## src/rtl/ram_loader_pkg.sv

```systemverilog
// Shared definitions for the Hack RAM/ROM loader: FSM state encoding and word geometry.
`ifndef RAM_LOADER_PKG_SV
`define RAM_LOADER_PKG_SV
`default_nettype none

package ram_loader_pkg;

  localparam int BYTES_PER_WORD = 2;

  typedef enum logic [2:0] {
    ST_IDLE   = 3'd0,
    ST_HI     = 3'd1,
    ST_LO     = 3'd2,
    ST_WRITE  = 3'd3,
    ST_VERIFY = 3'd4,
    ST_NEXT   = 3'd5,
    ST_DONE   = 3'd6
  } state_t;

endpackage

`default_nettype wire
`endif

```

## src/rtl/ram_loader_if.sv

```systemverilog
// Byte-link and memory-write-port bundle for ram_loader.
// Optional read-back signals exist only when LOADER_VERIFY_EN is defined.
`default_nettype none

interface ram_loader_if #(
  parameter int DEPTH = 2**14,
  parameter int WIDTH = 16
) ();
  localparam int AW = $clog2(DEPTH);

  logic             i_Start;
  logic [AW:0]      i_Word_Count;
  logic [7:0]       i_Byte;
  logic             i_Byte_Valid;
  logic             o_Byte_Ready;
  logic [AW-1:0]    o_Address;
  logic [WIDTH-1:0] o_Data;
  logic             o_Write_EN;
  logic             o_Busy;
  logic             o_Done;
  logic             o_CPU_Reset;
`ifdef LOADER_VERIFY_EN
  logic [WIDTH-1:0] i_Read_Data;
  logic             o_Verify_Error;
`endif

  modport master (
`ifdef LOADER_VERIFY_EN
    input  i_Read_Data,
    output o_Verify_Error,
`endif
    input  i_Start, i_Word_Count, i_Byte, i_Byte_Valid,
    output o_Byte_Ready, o_Address, o_Data, o_Write_EN,
    output o_Busy, o_Done, o_CPU_Reset
  );

  modport slave (
`ifdef LOADER_VERIFY_EN
    output i_Read_Data,
    input  o_Verify_Error,
`endif
    output i_Start, i_Word_Count, i_Byte, i_Byte_Valid,
    input  o_Byte_Ready, o_Address, o_Data, o_Write_EN,
    input  o_Busy, o_Done, o_CPU_Reset
  );

endinterface

`default_nettype wire

```

## src/rtl/ram_loader_byte_word_assembler.sv

```systemverilog
// Big-endian byte-to-word shifter: first accepted byte fills the upper half, second the lower.
`default_nettype none

module byte_word_assembler
  import ram_loader_pkg::*;
#(
  parameter int WIDTH = 16
) (
  input  logic             clk,
  input  logic             rst,
  input  logic             clear,
  input  logic             take,
  input  logic [7:0]       byte_in,
  output logic [WIDTH-1:0] word
);
  localparam int BYTE_BITS = WIDTH / BYTES_PER_WORD;

  logic phase_lo;

  always_ff @(posedge clk) begin
    if (rst) begin
      word     <= '0;
      phase_lo <= 1'b0;
    end else if (clear) begin
      phase_lo <= 1'b0;
    end else if (take) begin
      if (phase_lo) begin
        word[BYTE_BITS-1:0] <= byte_in;
      end else begin
        word[WIDTH-1 -: BYTE_BITS] <= byte_in;
      end
      phase_lo <= ~phase_lo;
    end
  end

endmodule

`default_nettype wire

```

## src/rtl/ram_loader.sv

```systemverilog
// Host-byte-stream to memory loader: writes big-endian words from address 0, holds the CPU in reset.
// Optional macro LOADER_VERIFY_EN adds a read-back compare state and a sticky error flag.
`default_nettype none

module ram_loader
  import ram_loader_pkg::*;
#(
  parameter int DEPTH = 2**14,
  parameter int WIDTH = 16
) (
  input  logic         i_CLK,
  input  logic         i_Reset,
  ram_loader_if.master bus
);
  localparam int          AW        = $clog2(DEPTH);
  localparam logic [AW:0] MAX_COUNT = (AW+1)'(DEPTH);

  state_t           state, state_nx;
  logic [AW-1:0]    address;
  logic [AW:0]      count, target, count_inc, count_req;
  logic [WIDTH-1:0] data_word;
  logic             start_ok, take, byte_ready, write_en, busy, done, cpu_reset;

  assign count_inc = count + 1'b1;
  // Clamping the request keeps the address from wrapping past DEPTH-1.
  assign count_req = (bus.i_Word_Count > MAX_COUNT) ? MAX_COUNT : bus.i_Word_Count;
  assign take      = bus.i_Byte_Valid && byte_ready;

  always_comb begin
    state_nx   = state;
    start_ok   = 1'b0;
    byte_ready = 1'b0;
    write_en   = 1'b0;
    busy       = 1'b1;
    done       = 1'b0;
    cpu_reset  = 1'b1;
    case (state)
      ST_IDLE, ST_DONE: begin
        busy = 1'b0;
        if (state == ST_DONE) begin
          done      = 1'b1;
          cpu_reset = 1'b0;
        end
        if (bus.i_Start) begin
          start_ok = 1'b1;
          state_nx = (count_req == '0) ? ST_DONE : ST_HI;
        end
      end
      ST_HI: begin
        byte_ready = 1'b1;
        if (bus.i_Byte_Valid) state_nx = ST_LO;
      end
      ST_LO: begin
        byte_ready = 1'b1;
        if (bus.i_Byte_Valid) state_nx = ST_WRITE;
      end
      ST_WRITE: begin
        write_en = 1'b1;
`ifdef LOADER_VERIFY_EN
        state_nx = ST_VERIFY;
`else
        state_nx = ST_NEXT;
`endif
      end
`ifdef LOADER_VERIFY_EN
      ST_VERIFY: state_nx = ST_NEXT;
`endif
      ST_NEXT: state_nx = (count_inc == target) ? ST_DONE : ST_HI;
      default: state_nx = ST_IDLE;
    endcase
  end

  always_ff @(posedge i_CLK) begin
    if (i_Reset) begin
      state   <= ST_IDLE;
      address <= '0;
      count   <= '0;
      target  <= '0;
    end else begin
      state <= state_nx;
      if (start_ok) begin
        address <= '0;
        count   <= '0;
        target  <= count_req;
      end else if (state == ST_NEXT) begin
        count <= count_inc;
        if (count_inc != target) address <= address + 1'b1;
      end
    end
  end

  byte_word_assembler #(.WIDTH(WIDTH)) u_assembler (
    .clk     (i_CLK),
    .rst     (i_Reset),
    .clear   (start_ok),
    .take    (take),
    .byte_in (bus.i_Byte),
    .word    (data_word)
  );

`ifdef LOADER_VERIFY_EN
  logic verify_err, mismatch;

  assign mismatch = (state == ST_VERIFY) && (bus.i_Read_Data != data_word);

  always_ff @(posedge i_CLK) begin
    if (i_Reset || start_ok) begin
      verify_err <= 1'b0;
    end else if (mismatch) begin
      verify_err <= 1'b1;
    end
  end

  // The flag shows in the compare cycle itself, then holds via the sticky register.
  assign bus.o_Verify_Error = verify_err | mismatch;
`endif

  assign bus.o_Byte_Ready = byte_ready;
  assign bus.o_Address    = address;
  assign bus.o_Data       = data_word;
  assign bus.o_Write_EN   = write_en;
  assign bus.o_Busy       = busy;
  assign bus.o_Done       = done;
  assign bus.o_CPU_Reset  = cpu_reset;

endmodule

`default_nettype wire
```

## src/flat_wrapper.sv

```systemverilog
// flat-port wrapper written by rule: the top's interface ports become plain ports
module ram_loader_flat import ram_loader_pkg::*;
#(
  parameter int DEPTH = 2**14,
  parameter int WIDTH = 16
)
  (i_CLK, i_Reset, bus_i_Start, bus_i_Word_Count, bus_i_Byte, bus_i_Byte_Valid, bus_o_Byte_Ready, bus_o_Address, bus_o_Data, bus_o_Write_EN, bus_o_Busy, bus_o_Done, bus_o_CPU_Reset);
  ram_loader_if #(.DEPTH(DEPTH), .WIDTH(WIDTH)) bus_i ();
  input  logic i_CLK;
  input  logic i_Reset;
  input wire logic [$bits(bus_i.i_Start)-1:0] bus_i_Start;
  input wire logic [$bits(bus_i.i_Word_Count)-1:0] bus_i_Word_Count;
  input wire logic [$bits(bus_i.i_Byte)-1:0] bus_i_Byte;
  input wire logic [$bits(bus_i.i_Byte_Valid)-1:0] bus_i_Byte_Valid;
  output wire logic [$bits(bus_i.o_Byte_Ready)-1:0] bus_o_Byte_Ready;
  output wire logic [$bits(bus_i.o_Address)-1:0] bus_o_Address;
  output wire logic [$bits(bus_i.o_Data)-1:0] bus_o_Data;
  output wire logic [$bits(bus_i.o_Write_EN)-1:0] bus_o_Write_EN;
  output wire logic [$bits(bus_i.o_Busy)-1:0] bus_o_Busy;
  output wire logic [$bits(bus_i.o_Done)-1:0] bus_o_Done;
  output wire logic [$bits(bus_i.o_CPU_Reset)-1:0] bus_o_CPU_Reset;
  assign bus_i.i_Start = bus_i_Start;
  assign bus_i.i_Word_Count = bus_i_Word_Count;
  assign bus_i.i_Byte = bus_i_Byte;
  assign bus_i.i_Byte_Valid = bus_i_Byte_Valid;
  assign bus_o_Byte_Ready = bus_i.o_Byte_Ready;
  assign bus_o_Address = bus_i.o_Address;
  assign bus_o_Data = bus_i.o_Data;
  assign bus_o_Write_EN = bus_i.o_Write_EN;
  assign bus_o_Busy = bus_i.o_Busy;
  assign bus_o_Done = bus_i.o_Done;
  assign bus_o_CPU_Reset = bus_i.o_CPU_Reset;
  ram_loader #(.DEPTH(DEPTH), .WIDTH(WIDTH)) u_core (.i_CLK(i_CLK), .i_Reset(i_Reset), .bus(bus_i));
endmodule
```

## config.mk

```make
export PLATFORM = sky130hd
export DESIGN_NAME = ram_loader_flat
export DESIGN_NICKNAME = d
export VERILOG_FILES = /design/src/rtl/ram_loader_pkg.sv /design/src/rtl/ram_loader_if.sv /design/src/rtl/ram_loader_byte_word_assembler.sv /design/src/rtl/ram_loader.sv /design/src/flat_wrapper.sv
export SDC_FILE = /design/constraint.sdc
export NUM_CORES = 1
export LEC_CHECK = 0
export BUFFER_PORTS_ARGS = -buffer_cell sky130_fd_sc_hd__buf_2
export CORE_UTILIZATION = 35
export CTS_BUF_LIST = sky130_fd_sc_hd__clkbuf_4
export CTS_CLUSTER_SIZE = 24
export DETAILED_ROUTE_END_ITERATION = 10
export PLACE_DENSITY = 0.6
export SETUP_SLACK_MARGIN = 0.5
export SYNTH_ARGS = -nofsm -noshare
export SYNTH_HDL_FRONTEND = slang
export SYNTH_SLANG_ARGS = --single-unit
```

## constraint.sdc

```tcl
create_clock -name i_CLK -period 3.13 [get_ports i_CLK]
set_clock_uncertainty 0.05 [all_clocks]
set_input_delay 0.313 -clock i_CLK [delete_from_list [all_inputs] [get_ports i_CLK]]
set_output_delay 0.313 -clock i_CLK [all_outputs]
set_load 0.03 [all_outputs]
```

# Yosys cells after proc, flatten, opt, wreduce, memory -nomap -nowiden
# Index checks and enable logic that the tools add are counted.
[op_classes]
n_addsub = 2
n_lt_le_gt_ge = 1
n_eq_ne = 10
muxes = 16
bitwise = 2
n_reduce_logical = 10
[ops]
columns = ["operator", "n"]
rows = [
  ["adder 15 x 1 -> 15 bit (second input constant)", 1],
  ["equality test 15 bit", 1],
  ["greater-than comparator 15 bit (second input constant)", 1],
  ["logical NOT 15 bit", 1],
  ["two-way mux 15 bit", 1],
  ["two-way mux 3 bit", 5],
  ["!= test 15 bit", 1],
  ["case mux 3 bit (5 select lines)", 1],
  ["adder 14 x 1 -> 14 bit (second input constant)", 1],
  ["two-way mux 1 bit", 9],
  ["AND reduction 3 bit", 3],
  ["equality test 3 x 2 -> 1 bit (second input constant)", 2],
  ["equality test 3 bit (second input constant)", 2],
  ["!= test 2 bit (second input constant)", 3],
  ["OR reduction 2 bit", 3],
  ["equality test 3 x 1 -> 1 bit (second input constant)", 1],
  ["logical NOT 3 bit", 1],
  ["inverter 1 bit", 2],
  ["AND reduction 2 bit", 1],
  ["logical AND 1 bit", 1],
]
[word_totals]
reg_bits = 64
in_bits = 27
out_inout_bits = 35
word_cells = 48

# Longest topological paths before layout
[logic_depth]
word_depth = 6
depth_mapped = 11

# By module
# From an unflattened synthesis, not the netlist that was laid out.
[unflattened]
hier_cells = 382
area_unflattened_um2 = 3323.2
[by_module_without_submodules]
columns = ["mod", "n_inst", "cells_per_inst", "area_each_um2", "seq_area_each_um2"]
rows = [
  ["ram_loader", 1, 315, 2596.2, 940.9],
  ["byte_word_assembler", 1, 67, 726.9, 340.3],
]

# Worst setup path after synthesis
# No wires, ideal clock.
[synth_path]
path_kind = "register -> register"
startpoint = "register u_core.count[0]"
endpoint = "register u_core.state[1]"
setup_time_ns = 0.079
arrival_time_ns = 2.395
t_required_ns = 3.001
path_slack_ns = 0.606
stages_incl_launch_ff = 12
synth_period_minus_slack_ns = 2.524
cell_sequence = "dfxtp_1 > ha_1 > and3_1 > buf_2 > nand4_1 > or3b_1 > a31oi_1 > o2111a_2 > buf_6 > buf_12 > nand2_4 > a211oi_2"
[synth_between]
elab_chain_cells = 4
[synth_lines]
columns = ["element", "line", "rtl"]
rows = [
  ["start, declared", "ram_loader.sv:20", "logic [AW:0] count, target, count_inc, count_req;"],
  ["start signal, assigned", "ram_loader.sv:86", "count <= count_inc;"],
  ["adder 15 x 1 -> 15 bit", "ram_loader.sv:24", "assign count_inc = count + 1'b1;"],
  ["equality test 15 bit", "ram_loader.sv:68", "ST_NEXT: state_nx = (count_inc == target) ? ST_DONE : ST_HI;"],
  ["two-way mux 3 bit", "ram_loader.sv:68", ""],
  ["case mux 3 bit (5 select lines)", "ram_loader.sv:37", "case (state)"],
  ["end signal, assigned", "ram_loader.sv:80", "state <= state_nx;"],
  ["end, declared", "ram_loader.sv:18", "state_t state, state_nx;"],
]
# Every way passes these cells.
# A chain may end at the register's enable or synchronous reset.

# Worst setup path in the final report
[layout_path]
startpoint = "register u_core.count[0]"
endpoint = "register u_core.address[7] (netlist: u_core.bus.o_Address[7])"
[layout_between]
elab_chain_cells = 3
[layout_lines]
columns = ["element", "line", "rtl"]
rows = [
  ["adder 15 x 1 -> 15 bit", "ram_loader.sv:24", ""],
  ["!= test 15 bit", "ram_loader.sv:87", "if (count_inc != target) address <= address + 1'b1;"],
  ["AND reduction 2 bit (no source line)", "--", ""],
  ["end signal, assigned", "ram_loader.sv:87", ""],
  ["end, declared", "ram_loader.sv:19", "logic [AW-1:0] address;"],
]
# Every way passes these cells.

==> results_dict.tcl <==
set metrics [dict create \
    outcome "finished, final reports clean" \
    nets 474 \
    grt-busiest-layer "met2" \
    avgSynthCellArea_um2 8.60 \
    io_buffers 61 \
    period_share_pct 81.2 \
    grt_usage_pct 17.5 \
    relSlewSlack_pct 61.8 \
    hold_violations 0 \
    setup_viol 0 \
    wl_um 8450 \
    cts_buffer_depth 2 \
    path_class "reg -> reg" \
    post-place-cells 534 \
    hpwl_um 5720 \
    netlist_area_mm2 0.00326 \
    power_mw 1.72 \
    area_growth_pct 20.2 \
    die_h_um 98.5 \
    antenna_found_initial 0 \
    hp-class "in -> reg" \
    holdWs_ps 65.3 \
    power.leakage_nw 1.60 \
    clock_sinks 64 \
    synth_top_area_share_pct 39.3 \
    peakVddDrop_uv 226 \
    groute.layer.met1.usage_pct 23.1 \
    multi_input_comb_area_mm2 0.00192 \
    cts_root_buffer "clkbuf_4" \
    power_frac_clock_pct 28.6 \
    globalRoute.totalOverflow 0 \
    fmax_ghz 0.393 \
    rsz0062_at_grt "false" \
    cts_tree "built" \
    async_flop_share_pct 0 \
    totalNegativeSetupSlack_ps 0 \
    synth_area_leaders "dfxtp_1, nor2_1, mux2i_1, xor2_1, xnor2_1" \
    power_frac_seq_pct 51.2 \
    combPwrFrac_pct 20.2 \
    fill_cells 881 \
    instances_no_fill 558 \
    synthCells 379 \
    postRouteAntennaNets 0 \
    tightest_slew_ps 571 \
    routedWlPerCell_um 15.1 \
    drt_first_pass_iters 4 \
    die_w_um 98.5 \
    synth_area_leader_cell "dfxtp_1" \
    drive_gt1_share_pct 25.8 \
    p_sw_share_pct 33.3 \
    worst_ep_arrival_time_ps 2830 \
    fp-row-count 34 \
    cap_violations 0 \
    synth_fp_nets 408 \
    p_int_mw 1.15 \
    grt_pass1_wl_um 13400 \
    via_per_inst 5.44 \
    clkTransAtPathRegs_ps 130 \
    slew_viol_final 0 \
    insertion_delay_ps 410 \
    endpoint_kind "register" \
    vias 3033 \
    worstPathRequired_ps 3420 \
    ys_types 50 \
    core_mm2 0.00885 \
    use_met2_pct 27.5 \
    io_pins 62 \
    grt_max_degree 26 \
    drtIter0Drc 275 \
    powerDensity_mw_per_mm2 439 \
    use_met3_pct 3.48 \
    insertedDiodeCount 0 \
    yosysSeqAreaShare_pct 39.3 \
    yosys_warnings 0 \
    switching_power_uw 572 \
    grt_pass1_vias 2698 \
    seq_area_mm2 0.00129 \
    synthFlopType "dfxtp_1" \
    numCtsBuffers 9 \
    start_util_pct 36.8 \
    worst_setup_path_start_kind "register" \
    remaining_drc_errors 0 \
    die-area_mm2 0.00970 \
    ys_ff_latch 64 \
    place_congestion 0.860 \
    min_period_ps 2540 \
    crit_fanout 9 \
    h-tree-depth 3 \
    synth_edf_count 0 \
]
## through the flow
stage	setup slack, ps	area, um2	utilization [%]
CTS	516	3820	43.2
global placement	444	3630	41.0
global route	474	3920	44.2
finish	588	3920	44.2
detailed placement	360	3630	41.0
floorplan	606	3260	-
## final cells by class
| class | count | share of cell area [%] |
|---|---|---|
| clock buffer | 9 | 1.73 |
| clock inverter | 7 | 1.25 |
| inverter | 7 | 0.671 |
| multi-input combinational | 286 | 49.1 |
| sequential | 64 | 32.9 |
| tap | 108 | 3.45 |
| timing repair buffer | 77 | 10.9 |
## power groups by stage
stage	logic, mW	registers (mW)	clock network, mW
after floorplan	0.200	0.909	0
after global placement	0.303	0.898	0
after detailed placement	0.305	0.899	0
after CTS	0.326	0.881	0.505
after global routing	0.376	0.886	0.539
final	0.347	0.880	0.491
## what timing repair did
item,in CTS,in global routing
pin swaps,3,9
hold endpoints to repair,0,0
buffers inserted,2,5
gates cloned,1,0
hold buffers,0,0
endpoints found under the setup margin,12,16
gates resized for setup,9,13
## flip-flops by register name, summed over array words and instances (netlist names)
name and count:
u_core.bus.o_Address 14, u_core.count 15, u_core.state 3, u_core.target 15, u_core.u_assembler.phase_lo 1, u_core.u_assembler.word 16
## worst max-delay path: stages (launching register included)
cell and delay (ps):
dfxtp_4 370, ha_1 220, and3_4 220, and3_1 210
a211oi_2 300, o31ai_4 120, o2111a_2 200, buf_4 160
or4_1 490, a21oi_2 130
## logic make-up after synthesis
kind of cell	after synthesis	synth area share (%)
compound gates	72	16.0
xor+xnor	31	8.33
fa+ha+maj	2	0.768
buf+inv	30	4.95
flops	64	39.3
mux	16	4.92
simple gates	164	25.7
## placed cells by master (no fill, tap or decap), types with 3 or more instances in the layout
cell and n:
nand4_1 13, nor2b_1 5, a21oi_1 17, inv_1 7
xor2_1 15, nor4_1 4, mux2i_1 16, o21ai_1 3
o31ai_1 6, o211ai_1 3, xnor2_1 15, nand3_1 19
clkbuf_4 9, a31oi_1 4, or3_1 4, a22o_1 14
buf_2 61, dfxtp_2 4, buf_4 16, dfxtp_1 59
clkinv_2 3, clkinv_4 3, and4_1 3, nand2b_1 4
nor2_1 53, and3_1 6, o21ai_0 5, nor3_1 9
or4_1 8, nand2_1 25
## metal layers
layer,vias to the layer above,wire length [um]
li1,1507,-
met1,1427,3830
met2,83,4030
met3,16,440
met4,0,148
met5,-,0
## final timing paths
kind                                  startpoint                                    to  slack [ps]  cells past startpoint
setup / recovery    u_core.count[0]$_SDFFE_PP0N_  u_core.bus.o_Address[7]$_SDFFE_PP0P_         590                      9
setup reg to reg    u_core.count[0]$_SDFFE_PP0N_  u_core.bus.o_Address[7]$_SDFFE_PP0P_         590                      9
hold reg to reg   u_core.target[14]$_SDFFE_PP0P_        u_core.target[14]$_SDFFE_PP0P_         430                      2
hold / removal               bus_i_Word_Count[7]         u_core.target[7]$_SDFFE_PP0P_          70                      2
## cell usage after synthesis (2+ instances only)
cell type	count
nor4_1	5
buf_2	8
o31ai_1	7
dfxtp_1	64
a211oi_1	2
buf_4	2
and3_1	7
inv_1	7
mux2i_1	16
nand3_1	19
a21oi_1	18
nor2b_1	5
xnor2_1	15
and2_1	2
nand2_1	25
nor3_1	9
buf_6	2
nand4_1	13
nand2b_1	4
o21ai_0	6
nand4b_1	2
a22o_1	14
o2111ai_1	2
or4_1	8
a31oi_1	5
xor2_1	16
and4_1	3
nor2_1	53
o211ai_1	3
o21ai_1	2
or3_1	4
ha_1	2
a211o_1	2
clkbuf_1	10
a31o_2	2
Note: power is estimated with default switching activity, not from simulation.
